### src/rtl/rr_arbiter_reg.sv
// rr_arbiter_reg: round-robin arbiter with a registered valid/ready grant.
//
// The requester that follows the last transferred grant gets highest priority.
// The chosen grant is held stable until the consumer accepts it.
//
// Parameters:
//   WIDTH          number of requesters (>= 1)
//   SPLIT          group size used by the priority-to-one-hot trees (power of 2)
//   IMPLEMENTATION selects the tree architecture (0 = grouped scan, else two's complement)
// Ports:
//   clk      clock, rising edge
//   rst_n    asynchronous active-low reset
//   req      request vector, one bit per requester
//   gnt_oht  registered one-hot grant
//   gnt_idx  registered binary index of the grant
//   gnt_vld  registered grant valid
//   gnt_rdy  consumer ready; the grant transfers when gnt_vld && gnt_rdy

// prio_oht_tree: keeps only the lowest set bit of vec.
module prio_oht_tree #(
   parameter int WIDTH          = 8,
   parameter int SPLIT          = 2,
   parameter int IMPLEMENTATION = 0
) (
   input  logic [WIDTH-1:0] vec,
   output logic [WIDTH-1:0] oht
);

   generate
      if (IMPLEMENTATION == 0) begin : g_grouped
         localparam int NG = (WIDTH + SPLIT - 1) / SPLIT;

         logic [NG-1:0] grp_any;
         logic [NG-1:0] lower_grp;
         logic          seen;

         // Each group of SPLIT bits produces an "any" flag. A bit wins only if
         // no lower group and no lower bit inside its own group is set.
         always_comb begin
            grp_any   = '0;
            lower_grp = '0;
            oht       = '0;
            seen      = 1'b0;
            for (int i = 0; i < WIDTH; i++) begin
               grp_any[i/SPLIT] = grp_any[i/SPLIT] | vec[i];
            end
            for (int g = 1; g < NG; g++) begin
               lower_grp[g] = lower_grp[g-1] | grp_any[g-1];
            end
            for (int i = 0; i < WIDTH; i++) begin
               if ((i % SPLIT) == 0) begin
                  seen = lower_grp[i/SPLIT];
               end
               oht[i] = vec[i] & ~seen;
               seen   = seen | vec[i];
            end
         end
      end else begin : g_twos
         // The two's complement of vec keeps only its lowest set bit.
         assign oht = vec & (~vec + {{(WIDTH-1){1'b0}}, 1'b1});
      end
   endgenerate

endmodule

module rr_arbiter_reg #(
   parameter int WIDTH          = 8,
   parameter int SPLIT          = 2,
   parameter int IMPLEMENTATION = 0
) (
   input  logic                                     clk,
   input  logic                                     rst_n,
   input  logic [WIDTH-1:0]                         req,
   output logic [WIDTH-1:0]                         gnt_oht,
   output logic [((WIDTH > 1) ? $clog2(WIDTH) : 1)-1:0] gnt_idx,
   output logic                                     gnt_vld,
   input  logic                                     gnt_rdy
);

   localparam int IDX_W = (WIDTH > 1) ? $clog2(WIDTH) : 1;

   localparam logic [0:0] IDLE  = 1'b0;
   localparam logic [0:0] GRANT = 1'b1;

   logic [0:0]       state;
   logic [IDX_W-1:0] ptr;
   logic [IDX_W-1:0] base;
   logic [WIDTH-1:0] mask;
   logic [WIDTH-1:0] mreq;
   logic [WIDTH-1:0] oht_masked;
   logic [WIDTH-1:0] oht_unmasked;
   logic [WIDTH-1:0] sel_oht;
   logic [IDX_W-1:0] sel_idx;
   logic             xfer;

   assign xfer    = (state == GRANT) && gnt_rdy;
   assign gnt_vld = (state == GRANT);

   // On a transfer, the next grant is chosen relative to the grant that is
   // leaving. This happens on the same edge where ptr picks up that index.
   assign base = xfer ? gnt_idx : ptr;

   // The mask keeps only indices strictly above base. When base is the top
   // index the mask is empty, and the unmasked tree provides the wrap-around.
   always_comb begin
      mask = '0;
      for (int i = 0; i < WIDTH; i++) begin
         mask[i] = (IDX_W'(i) > base);
      end
   end

   assign mreq = req & mask;

   prio_oht_tree #(
      .WIDTH          (WIDTH),
      .SPLIT          (SPLIT),
      .IMPLEMENTATION (IMPLEMENTATION)
   ) u_tree_masked (
      .vec (mreq),
      .oht (oht_masked)
   );

   prio_oht_tree #(
      .WIDTH          (WIDTH),
      .SPLIT          (SPLIT),
      .IMPLEMENTATION (IMPLEMENTATION)
   ) u_tree_unmasked (
      .vec (req),
      .oht (oht_unmasked)
   );

   assign sel_oht = (|mreq) ? oht_masked : oht_unmasked;

   // Convert the one-hot selection to a binary index.
   always_comb begin
      sel_idx = '0;
      for (int i = 0; i < WIDTH; i++) begin
         if (sel_oht[i]) begin
            sel_idx = sel_idx | IDX_W'(i);
         end
      end
   end

   // The grant registers change only when a new grant is loaded or the last
   // one leaves. A stalled grant stays frozen whatever req does.
   always_ff @(posedge clk or negedge rst_n) begin
      if (!rst_n) begin
         state   <= IDLE;
         gnt_oht <= '0;
         gnt_idx <= '0;
         ptr     <= IDX_W'(WIDTH - 1);
      end else begin
         case (state)
            IDLE: begin
               if (|req) begin
                  gnt_oht <= sel_oht;
                  gnt_idx <= sel_idx;
                  state   <= GRANT;
               end
            end
            default: begin
               if (gnt_rdy) begin
                  ptr <= gnt_idx;
                  if (|req) begin
                     gnt_oht <= sel_oht;
                     gnt_idx <= sel_idx;
                  end else begin
                     gnt_oht <= '0;
                     gnt_idx <= '0;
                     state   <= IDLE;
                  end
               end
            end
         endcase
      end
   end

endmodule

### config.mk
export PLATFORM = sky130hd
export DESIGN_NAME = rr_arbiter_reg
export DESIGN_NICKNAME = d
export VERILOG_FILES = /design/src/rtl/rr_arbiter_reg.sv
export SDC_FILE = /design/constraint.sdc
export NUM_CORES = 1
export LEC_CHECK = 0
export ABC_AREA = 1
export BUFFER_PORTS_ARGS = -buffer_cell sky130_fd_sc_hd__buf_2
export CAP_MARGIN = 25
export CORE_MARGIN = 4
export CORE_UTILIZATION = 47
export DETAILED_ROUTE_END_ITERATION = 12
export PLACE_DENSITY = 0.75
export SLEW_MARGIN = 10
export SYNTH_ARGS = -nofsm -noshare
export SYNTH_HDL_FRONTEND = slang
export SYNTH_SLANG_ARGS = --single-unit
### constraint.sdc
create_clock -name clk -period 1.5 [get_ports clk]
set_input_delay 0.3 -clock clk [delete_from_list [all_inputs] [get_ports clk]]
set_output_delay 0.3 -clock clk [all_outputs]
set_load 0.03 [all_outputs]
Word level (Yosys, flattened, before mapping). Cells that the tools add are included.

$lt $le $gt $ge: 8. Eq/ne operators: 1. Mux-type cells: 20. Bitwise gates (word level): 45. Reduce and logical (&&, ||, !) cells: 6.

Operators by type and width (number): 8-bit two-way mux (5); 3-bit two-way mux (9); 1-bit OR (16); 8-bit OR reduction (2); 1-bit AND (14); 1-bit NOT (14); 3-bit greater-than comparator (first input constant) (4); 8-bit AND (1); 1-bit by 3-bit greater-than comparator with 1-bit output (first input constant) (2); 2-bit by 3-bit greater-than comparator with 1-bit output (first input constant) (2); 1-bit two-way mux (4); 2-bit two-way mux (2); 2-bit AND reduction (2); 2-bit inequality test (second input constant) (1); 2-bit nonzero test (1); 1-bit logical AND (1).

Flip-flop bits (word level): 15. Bits of input ports: 11. Word-level logic and storage cells: 84.

Longest topological paths before layout. Gate-level depths: netlist of run 1.

Word-level depth: 21. Mapped depth: 14.

By module. A second synthesis of run 1 with hierarchy kept.

Cell total of the unflattened synthesis: 171. Area, all modules: 1237.4 um^2.

Modules (own cells, without submodules): rr_arbiter_reg (times used 1, cells each 129, area an instance 1049.8 um^2); prio_oht_tree (times used 2, cells each 21, area an instance 93.8 um^2).

Worst setup path after synthesis of run 1. OpenSTA, ideal clock, no wires.

Path type: register -> register. From: register state, in the netlist gnt_vld. To: register gnt_idx[1] (netlist name). Setup time: 0.065 ns. Data arrival time: 1.660 ns. Required time: 1.435 ns. Path slack: -0.225 ns. Cell stages (with the launch flop): 14. Buffers on the path: 1. Path through: dfrtp_1 buf_6 nand2_2 nand2_2 nand2_4 nand2_2 nand2_1 nand2_2 nor2_4 nand3_1 nand2_1 nand2_1 and2_1 nand2_1.

Cells in the longest elaborated chain, start to end: 17. Elaborated cells on any way between the ends: 41. Classes of those cells: 8 x order compare; 1 x eq/ne; 12 x mux; 16 x bitwise; 4 x reduce/logical.

RTL lines: start: declaration (RTL line 85) `logic [0:0] state;`; start signal: assignment (RTL line 148) `state <= IDLE;`; start signal: assignment (RTL line 158) `state <= GRANT;`; start signal: assignment (RTL line 170) `state <= IDLE;`; 1-bit logical AND (RTL line 96) `assign xfer = (state == GRANT) && gnt_rdy;`; 3-bit two-way mux (RTL line 101) `assign base = xfer ? gnt_idx : ptr;`; 1-bit by 3-bit greater-than comparator with 1-bit output (RTL line 108) `mask[i] = (IDX_W'(i) > base);`; 8-bit AND (RTL line 112) `assign mreq = req & mask;`; 1-bit OR (RTL line 45) `grp_any[i/SPLIT] = grp_any[i/SPLIT] | vec[i];`; 1-bit NOT / 1-bit OR (equally long branches) (RTL line 54, 55); 1-bit AND / 1-bit NOT (equally long branches) (RTL line 54) `oht[i] = vec[i] & ~seen;`; 8-bit two-way mux / 1-bit AND (equally long branches) (RTL line 132, 54); 2-bit two-way mux / 8-bit two-way mux (equally long branches) (RTL line 138, 132); 2-bit two-way mux (RTL line 138) `if (sel_oht[i]) begin`; 3-bit two-way mux (4 in a row) (RTL line 138); 3-bit two-way mux (RTL line 164) `if (|req) begin`; 3-bit two-way mux (RTL line 162) `if (gnt_rdy) begin`; 3-bit two-way mux (RTL line 153) `case (state)`; end signal: assignment (RTL line 157) `gnt_idx <= sel_idx;`; end signal: assignment (RTL line 166) `gnt_idx <= sel_idx;`; end: declaration (RTL line 75) `output logic [((WIDTH > 1) ? $clog2(WIDTH) : 1)-1:0] gnt_idx,`.

Parallel ways exist; a longest one is shown, timed or not. The select of a mux whose other input is x is not followed. A chain may end at the register's enable or synchronous reset.

Worst setup path after layout of run 1.
From: register state, in the netlist gnt_vld. To: register gnt_idx[2] (netlist name).

Cells in the longest elaborated chain, start to end: 16. Elaborated cells on any way between the ends: 39. Classes of those cells: 8 x order compare; 1 x eq/ne; 10 x mux; 16 x bitwise; 4 x reduce/logical.

RTL lines: 1-bit logical AND (RTL line 96); 3-bit two-way mux (RTL line 101); 1-bit by 3-bit greater-than comparator with 1-bit output / 2-bit by 3-bit greater-than comparator with 1-bit output (equally long branches) (RTL line 108); 8-bit AND (RTL line 112); 1-bit OR (RTL line 45); 1-bit OR (RTL line 48) `lower_grp[g] = lower_grp[g-1] | grp_any[g-1];`; 1-bit OR / 1-bit NOT (equally long branches) (RTL line 55, 54); 1-bit NOT / 1-bit AND (equally long branches) (RTL line 54); 1-bit AND / 8-bit two-way mux (equally long branches) (RTL line 54, 132); 8-bit two-way mux / 3-bit two-way mux (equally long branches) (RTL line 132, 138); 3-bit two-way mux (3 in a row) (RTL line 138); 3-bit two-way mux (RTL line 164); 3-bit two-way mux (RTL line 162); 3-bit two-way mux (RTL line 153).

Parallel ways exist; a longest one is shown, timed or not. The select of a mux whose other input is x is not followed.

==> results.yml, run 1 <==
floorplanning:
  num_io_pins: 23
  core_sq_mm: 0.00194
  die_y_um: 53.1
  die_x_um: 53.1
  initial_utilization_pct: 49.2
  rows: 16
  die_area_sq_mm: 0.00282
drt:
  vias: 1110
  wl_mm: 2.90
  drt-pass1-iter-count: 4
  ant_nets: 0
  wl_per_cell_um: 13.4
  drc: 0
  vias_per_cell: 5.14
  dr.first_iter.drc_count: 28
setup_path:
  crit_start: "gnt_vld"
  endpoint_kind: "flip-flop"
  crit_required_ns: 1.73
  path_max_fanout: 6
  rr_startpoint: "gnt_vld"
  path_class: "reg -> reg"
  startpoint_type: "flip-flop"
  worstPathArrival_ns: 1.97
timing:
  fmax_mhz: 573
  setup_viol: 9
  clock_skew_ns: 0.000731
  period_needed_ns: 1.74
  rsz0062_at_grt: "yes"
  post-route-period-util_pct: 116
  fin_ws_ns: -0.244
  slew_viol_final: 0
  tightest_slew_ns: 0.420
  max_slew_margin_pct: 71.7
  finalHoldViolCount: 0
logic_synthesis:
  synth_top_cells_by_area: "dfrtp_1 31%, nand2_1 20%, dfstp_2 8.2%"
  synth-seq-area-share_pct: 39.7
  yosys.area.top_type: "dfrtp_1"
  synthCells: 136
  synth_area_per_cell_sq_um: 7.03
  yosysUniqueCellTypes: 22
  yosys_warnings: 0
  syn-num-nets: 147
  synth-seq-cells: 15
  synth_top_area_share_pct: 31.4
  synth_area_sq_um: 956
layout:
  drive_above_1_share_pct: 55.0
  register_area_sq_um: 380
  fill_cells: 139
  final_cells: 216
  multi_input_area_sq_um: 668
  syn_to_final_growth_pct: 57.2
  design_area_sq_mm: 0.00150
  antenna_cells: 0
  final_nets: 201
placed_design:
  port_buffers: 22
  hpwlAfterDp_mm: 1.87
  placed_cells: 206
  gp_congestion: 0.928
  place_area_sq_mm: 0.00126
power:
  ir_drop_uv: 1290
  p_per_area_mw_per_mm2: 1440
  cellLeakagePower_nw: 0.804
hold_path:
  hold_class: "in -> reg"
  min_from: "gnt_rdy"
grt:
  antenna_found_initial: 0
  grt_pass1_vias: 952
  track_usage_pct: 18.7
  grt_remaining_overflow: 0
  grt_max_degree: 16
  grt_pass1_wl_mm: 3.82
clocking:
  cts-root-buf: "clkbuf_4"
  clk_latency_ns: 0.28
  cts.sinks: 15
  h-tree-depth: 1
  clk_pin_slew_ns: 0.09
  numCtsBuffers: 3
  clockBufferDepth: 2
  cts_tree: "done"
outcome:
  status: "complete, but fails checks"
  violations: "setup timing"
flow_run:
  cap_violations: 0
metrics by stage:
stage / setup slack, ns / hold WS, ns / power [mW] / utilization [%] / TNS (ns)
floorplan: -0.135 / 0.00441 / 1.24 / - / -0.592
global placement: -0.155 / 0.214 / 1.57 / 65.1 / -1.42
detailed placement: -0.158 / 0.216 / 1.59 / 65.1 / -1.48
CTS: -0.125 / 0.375 / 1.86 / 68.9 / -0.557
global route: -0.354 / 0.405 / 2.30 / 77.4 / -2.60
finish: -0.244 / 0.395 / 2.16 / 77.4 / -1.64
state kept, by name, summed over array words and instances, names as in the netlist:
name	count
gnt_oht	8
gnt_idx	3
ptr	3
gnt_vld	1
power by group:
group,internal [mW],switching (mW),total [mW]
Combinational,0.505,0.799,1.30
Clock,0.0991,0.129,0.228
Sequential,0.548,0.0811,0.629
cells in the final DEF, fill, tap and decap left out, types with 2 or more instances in the layout:
master,Yosys,routed
nand3_4,0,2
nor2_4,1,3
dfstp_2,3,3
nand3_1,13,6
nand2_1,50,39
buf_4,0,26
nor2_1,9,5
clkbuf_4,0,3
inv_2,3,2
nor2_2,3,5
buf_2,0,22
o21ai_1,7,5
nand2_8,0,2
nand3_2,1,6
nor3_1,2,2
dfrtp_1,12,11
inv_1,11,11
nand4_1,2,2
nand2_4,2,6
o21ai_2,1,3
buf_6,2,2
nand2_2,9,14
cell usage after synthesis, drive strengths merged:
cell,count
nor4,1
dfrtp,12
a21oi,1
nand2,61
and2,1
inv,14
o21a,1
dfstp,3
nor3,2
nand4,2
nand3,14
o21ai,9
buf,2
nor2,13
cell type report:
class | count | area share [%]
timing repair buffer | 51 | 22.5
tap | 27 | 2.25
inverter | 14 | 3.66
clock inverter | 1 | 0.333
multi-input combinational | 105 | 44.5
sequential | 15 | 25.3
clock buffer | 3 | 1.50
routing by layer:
layer / track usage [%] / part of all wire [%]
met1: 21.9 / 37
met2: 31.6 / 54
met3: 4.51 / 6.0
met4: 8.94 / 3.3
met5: 0 / 0
worst max-delay path: stages (launching register included):
cell and delay, ns:
dfrtp_2 0.47, nand2_4 0.14, nand2_4 0.08, nand2_8 0.11
nand2_4 0.07, nand3_4 0.09, nand2_4 0.08, nor2_4 0.18
nand3_2 0.12, nand2_2 0.12, nand2_2 0.06, o21a_1 0.11
nand2_1 0.06
path summary, 6_finish.rpt:
check                              to  slack, ns  cells past startpoint
setup / recovery           gnt_idx[2]      -0.24                     12
hold / removal                gnt_vld       0.40                      4
setup reg to reg           gnt_idx[2]      -0.24                     12
hold reg to reg            gnt_oht[3]       0.49                      2
max in group asynchronous      ptr[0]       0.77                      2
min in group asynchronous  gnt_idx[2]       0.44                      2
cell families (layout without fill, tap and decap cells):
| kind of cell | count (synthesis) | in the layout | synth area share (%) |
|---|---|---|---|
| buffers and inverters | 16 | 69 | 7.85 |
| flip-flops | 15 | 15 | 39.7 |
| AO/OA/AOI/OAI | 11 | 11 | 6.41 |
| AND/OR/NAND/NOR | 94 | 94 | 46.1 |
timing repair:
item,CTS,global route
resized for setup,5,35
setup endpoints to repair,11,11
buffers inserted,2,3
gates cloned,0,0
hold buffers,1,0
pin swaps,7,17
hold endpoints to repair,12,0
Note: power is estimated with default switching activity, not from simulation.
==> run 2, diff against run 1 <==
Settings changed: PLACE_DENSITY 0.75 to 0.74, SETUP_SLACK_MARGIN set to 0.5.
==> results.yml, run 2 (same netlist as run 1, synthesis figures left out) <==
placed_design:
  gp_congestion: 0.944
  place_area_sq_mm: 0.00129
  post-place-ws_ns: -0.273
  hpwlAfterDp_mm: 2.02
  port_buffers: 22
grt:
  grt_pass1_vias: 1139
  track_usage_pct: 24.6
  grt_remaining_overflow: 0
  antenna_found_initial: 0
  grt_max_degree: 16
  grt_pass1_wl_mm: 5.02
setup_path:
  crit_chain: "nand2_4 -> nand2_4 -> nand2_8 -> nand2_2 -> nand3_4 -> nand2_4 -> nor2_4 -> nand3_2 -> nand2_2 -> nand2_2 -> and2_4 -> nand2_1"
  cp_slowest_cell: "dfrtp_2"
  worstPathArrival_ns: 2.03
  endpoint_kind: "flip-flop"
  cp-endpoint: "gnt_idx[1]"
  rr_startpoint: "gnt_vld"
  r2r_slack_ns: -0.29
  r2r_cells: 12
  path_max_fanout: 6
  crit_required_ns: 1.74
  startpoint_type: "flip-flop"
  crit_path_max_incr_delay_ns: 0.48
  r2r_end: "gnt_idx[1]"
  crit_start: "gnt_vld"
  path_class: "reg -> reg"
layout:
  multi_input_area_sq_um: 722
  final_nets: 207
  reg.largest.list: "gnt_oht: 8 flops, gnt_idx: 3 flops, ptr: 3 flops"
  syn_to_final_growth_pct: 77.0
  top_register: "gnt_oht"
  register_area_sq_um: 380
  largest_reg_flops: 8
  fill_cells: 104
  final_cell_mix: "35 x nand2_1, 32 x buf_4, 15 x nand2_2"
  drive_above_1_share_pct: 59.5
  design_area_sq_mm: 0.00169
  final_common_cell: "nand2_1"
  antenna_cells: 0
power:
  p_per_area_mw_per_mm2: 1470
  p_clk_share_pct: 10.2
  totalPowerFinal_mw: 2.49
  swShare_pct: 46.6
  p_seq_share_pct: 26.6
  intPower_mw: 1.33
  power.switching_mw: 1.16
  pwr-share-comb_pct: 63.2
  cellLeakagePower_nw: 0.877
  ir_drop_uv: 1160
floorplanning:
  core_sq_mm: 0.00194
  rows: 16
  initial_utilization_pct: 49.2
  num_io_pins: 23
  die_area_sq_mm: 0.00282
  die_y_um: 53.1
  die_x_um: 53.1
drt:
  vias: 1233
  drc: 0
  vias_per_cell: 5.55
  wl_per_cell_um: 16.7
  wl_mm: 3.70
  dr.first_iter.drc_count: 52
  ant_nets: 0
  drt-pass1-iter-count: 4
timing:
  slew_viol_final: 0
  finalHoldViolCount: 0
  tightest_slew_ns: 0.426
  max_slew_margin_pct: 71.4
  clock_skew_ns: 0.00296
  rsz0062_at_grt: "yes"
  period_needed_ns: 1.79
  post-route-period-util_pct: 119
  setup-tns-final_ns: -1.80
  fmax_mhz: 559
  setup_viol: 10
  fin_ws_ns: -0.290
clocking:
  clk_latency_ns: 0.30
  cts.sinks: 15
  h-tree-depth: 1
  numCtsBuffers: 3
  clk_pin_slew_ns: 0.10
  clockBufferDepth: 2
  cts_tree: "done"
  cts-root-buf: "clkbuf_4"
outcome:
  violations: "setup timing"
  status: "complete, but fails checks"
flow_run:
  cap_violations: 0
hold_path:
  hold_class: "in -> reg"
[run 2: area by class of cell]
cell class | instances | share of cell area, %
well taps | 27 | 2.00
clock buffers | 3 | 1.33
repair buffers | 57 | 28.0
multi-input cells | 105 | 42.7
clock inverters | 1 | 0.296
flip-flops and latches | 15 | 22.5
inverters | 14 | 3.25
[run 2: metal layers]
| metal | up-vias | GRT usage [%] | routed length, um |
|---|---|---|---|
| li1 | 548 | - | - |
| met1 | 591 | 27.8 | 1410 |
| met2 | 75 | 44.2 | 1890 |
| met3 | 19 | 4.23 | 265 |
| met4 | 0 | 11.5 | 141 |
| met5 | - | 0 | 0 |
[run 2: critical path, delay by kind of cell (launching register included)]
family	cells	cell delay, ns
DFF	1	0.48
and+or+nand+nor	12	1.25
[run 2: through the flow]
stage,hold WS (ns),instances,util (%)
final,0.380,222,87.1
after global routing,0.394,222,87.1
after CTS,0.371,218,81.2
after detailed placement,0.227,208,66.6
after global placement,0.215,208,66.6
after floorplan,0.00441,136,-
[run 2: worst min-delay path by stage]
stage	from	endpoint	slack, ns	cells after the start
3_5_place_dp	rst_n	gnt_idx[2]	0.23	1
4_1_cts	gnt_rdy	ptr[2]	0.37	3
3_3_place_gp	rst_n	gnt_oht[2]	0.22	1
5_1_grt	gnt_rdy	ptr[2]	0.39	3
6_report	gnt_rdy	ptr[2]	0.38	3
2_1_floorplan	rst_n	gnt_idx[0]	0.004	0
[run 2: repair_timing]
| item | CTS | global route |
|---|---|---|
| endpoints found under the setup margin | 24 | 25 |
| gates cloned | 0 | 0 |
| hold buffers | 1 | 0 |
| setup buffers | 5 | 4 |
| hold endpoints to repair | 12 | 0 |
| pin swaps | 17 | 16 |
| gates resized for setup | 55 | 21 |
[run 2: power by group through the flow]
stage	Combinational, mW	Clock, mW	Sequential [mW]
after floorplan	0.455	0	0.793
after global placement	0.993	0	0.620
after detailed placement	1.01	0	0.627
after CTS	1.38	0.251	0.652
after global routing	1.66	0.270	0.672
final	1.57	0.254	0.663
==> run 3, diff against run 2 <==
Settings changed: CORE_UTILIZATION 47 to 55, PLACE_DENSITY 0.74 to 0.82, RECOVER_POWER set to 25.
Clock period 1.5 ns to 2.2 ns, I/O delays scaled along.
==> results.yml, run 3 (same netlist as run 1, synthesis figures left out) <==
layout:
  reg.largest.list: "gnt_oht: 8 flops, gnt_idx: 3 flops, ptr: 3 flops"
  fill_cells: 100
  final_common_cell: "nand2_1"
  register_area_sq_um: 380
  syn_to_final_growth_pct: 38.5
  antenna_cells: 0
  top_register: "gnt_oht"
  final_nets: 179
  final_cell_mix: "39 x nand2_1, 21 x buf_2, 12 x nand2_2"
  drive_above_1_share_pct: 47.3
  multi_input_area_sq_um: 678
  largest_reg_flops: 8
floorplanning:
  num_io_pins: 23
  die_x_um: 49.7
  initial_utilization_pct: 60.6
  rows: 14
  die_y_um: 49.7
  core_sq_mm: 0.00158
  die_area_sq_mm: 0.00247
grt:
  grt_remaining_overflow: 0
  grt_max_degree: 16
  grt_pass1_wl_mm: 3.65
  track_usage_pct: 19.0
  antenna_found_initial: 0
  grt_pass1_vias: 912
setup_path:
  cp_slowest_cell: "dfrtp_2"
  worstPathArrival_ns: 1.98
  crit_chain: "nand2_4 -> nand2_4 -> nand2_8 -> nand2_4 -> nand3_4 -> nand2_4 -> nor2_4 -> nand3_1 -> nand2_1 -> nand2_1 -> o21a_1 -> nand2_1"
  r2r_slack_ns: 0.45
  path_max_fanout: 7
  endpoint_kind: "flip-flop"
  crit_path_max_incr_delay_ns: 0.47
  startpoint_type: "flip-flop"
  crit_top_cell: "nand2_4"
  path_class: "reg -> reg"
  crit_required_ns: 2.42
clocking:
  numCtsBuffers: 3
  cts_tree: "done"
  clk_latency_ns: 0.28
  cts-root-buf: "clkbuf_4"
  cts.sinks: 15
  clk_pin_slew_ns: 0.09
  clockBufferDepth: 2
  h-tree-depth: 1
drt:
  drt-pass1-iter-count: 4
  dr.first_iter.drc_count: 35
  wl_per_cell_um: 14.8
  wl_mm: 2.71
  ant_nets: 0
  vias: 1066
  vias_per_cell: 5.83
  drc: 0
timing:
  clock_skew_ns: 0.00254
  setup-tns-final_ns: 0
  finalHoldViolCount: 0
  tightest_slew_ns: 0.768
  post-route-period-util_pct: 79.7
  fin_ws_ns: 0.447
  max_slew_margin_pct: 48.8
  setup_viol: 0
  slew_viol_final: 0
  period_needed_ns: 1.75
  rsz0062_at_grt: "yes"
  fmax_mhz: 570
power:
  cellLeakagePower_nw: 0.704
  p_per_area_mw_per_mm2: 1040
  ir_drop_uv: 642
hold_path:
  hold_class: "in -> async"
placed_design:
  gp_congestion: 0.830
  hpwlAfterDp_mm: 1.76
  port_buffers: 22
  post-place-ws_ns: 0.152
outcome:
  status: "finished clean"
flow_run:
  cap_violations: 0
==> run 3: timing repair <==
| action | in CTS | in global routing |
|---|---|---|
| endpoints found under the setup margin | 5 | 7 |
| setup buffers | 2 | 5 |
| resized for setup | 2 | 41 |
| pin swaps | 0 | 18 |
| hold buffers | 0 | 0 |
==> run 3: through the flow <==
stage | power, mW | hold slack [ns] | utilization (%) | area [sq um] | cells
6_report | 1.38 | 0.200 | 84.0 | 1320 | 183
5_1_grt | 1.46 | 0.272 | 84.0 | 1320 | 183
4_1_cts | 1.14 | 0.0551 | 70.8 | 1120 | 178
3_5_place_dp | 0.995 | 0.355 | 67.5 | 1060 | 172
3_3_place_gp | 0.981 | 0.348 | 67.5 | 1060 | 172
2_1_floorplan | 0.843 | 0.144 | - | 957 | 136
==> run 3: area by class of cell <==
type,count,share of cell area (%)
well taps,16,1.51
flip-flops and latches,15,28.7
inverters,14,4.35
clock buffers,4,1.98
repair buffers,29,12.2
multi-input cells,105,51.2
==> run 3: layer usage <==
metal	GRT usage, %	vias up	wire, um
met2	32.8	62	1390
met3	3.01	16	181
met1	22.8	494	1020
met5	0	-	0
met4	9.22	0	108
li1	-	494	-
==> run 3: where the power goes <==
group          switching, mW  internal, mW
Clock                 0.0860        0.0704
Sequential            0.0637         0.374
Combinational          0.527         0.255
==> run 3: path summary, 6_finish.rpt <==
path,startpoint,cells past startpoint,to
worst max-delay path,gnt_vld,12,gnt_idx[2]
max in group asynchronous,rst_n,1,gnt_vld
min in group clk,req[7],3,gnt_vld
worst min-delay path,rst_n,1,gnt_vld
worst min register to register,gnt_oht[4],2,gnt_oht[4]
worst max register to register,gnt_vld,12,gnt_idx[2]
==> run 3: worst max-delay path, delay by kind of cell, from the launching register on <==
kind / cells / cell delay (ns)
AND/OR/NAND/NOR: 11 / 1.05
flip-flops: 1 / 0.47
AO/OA/AOI/OAI: 1 / 0.15
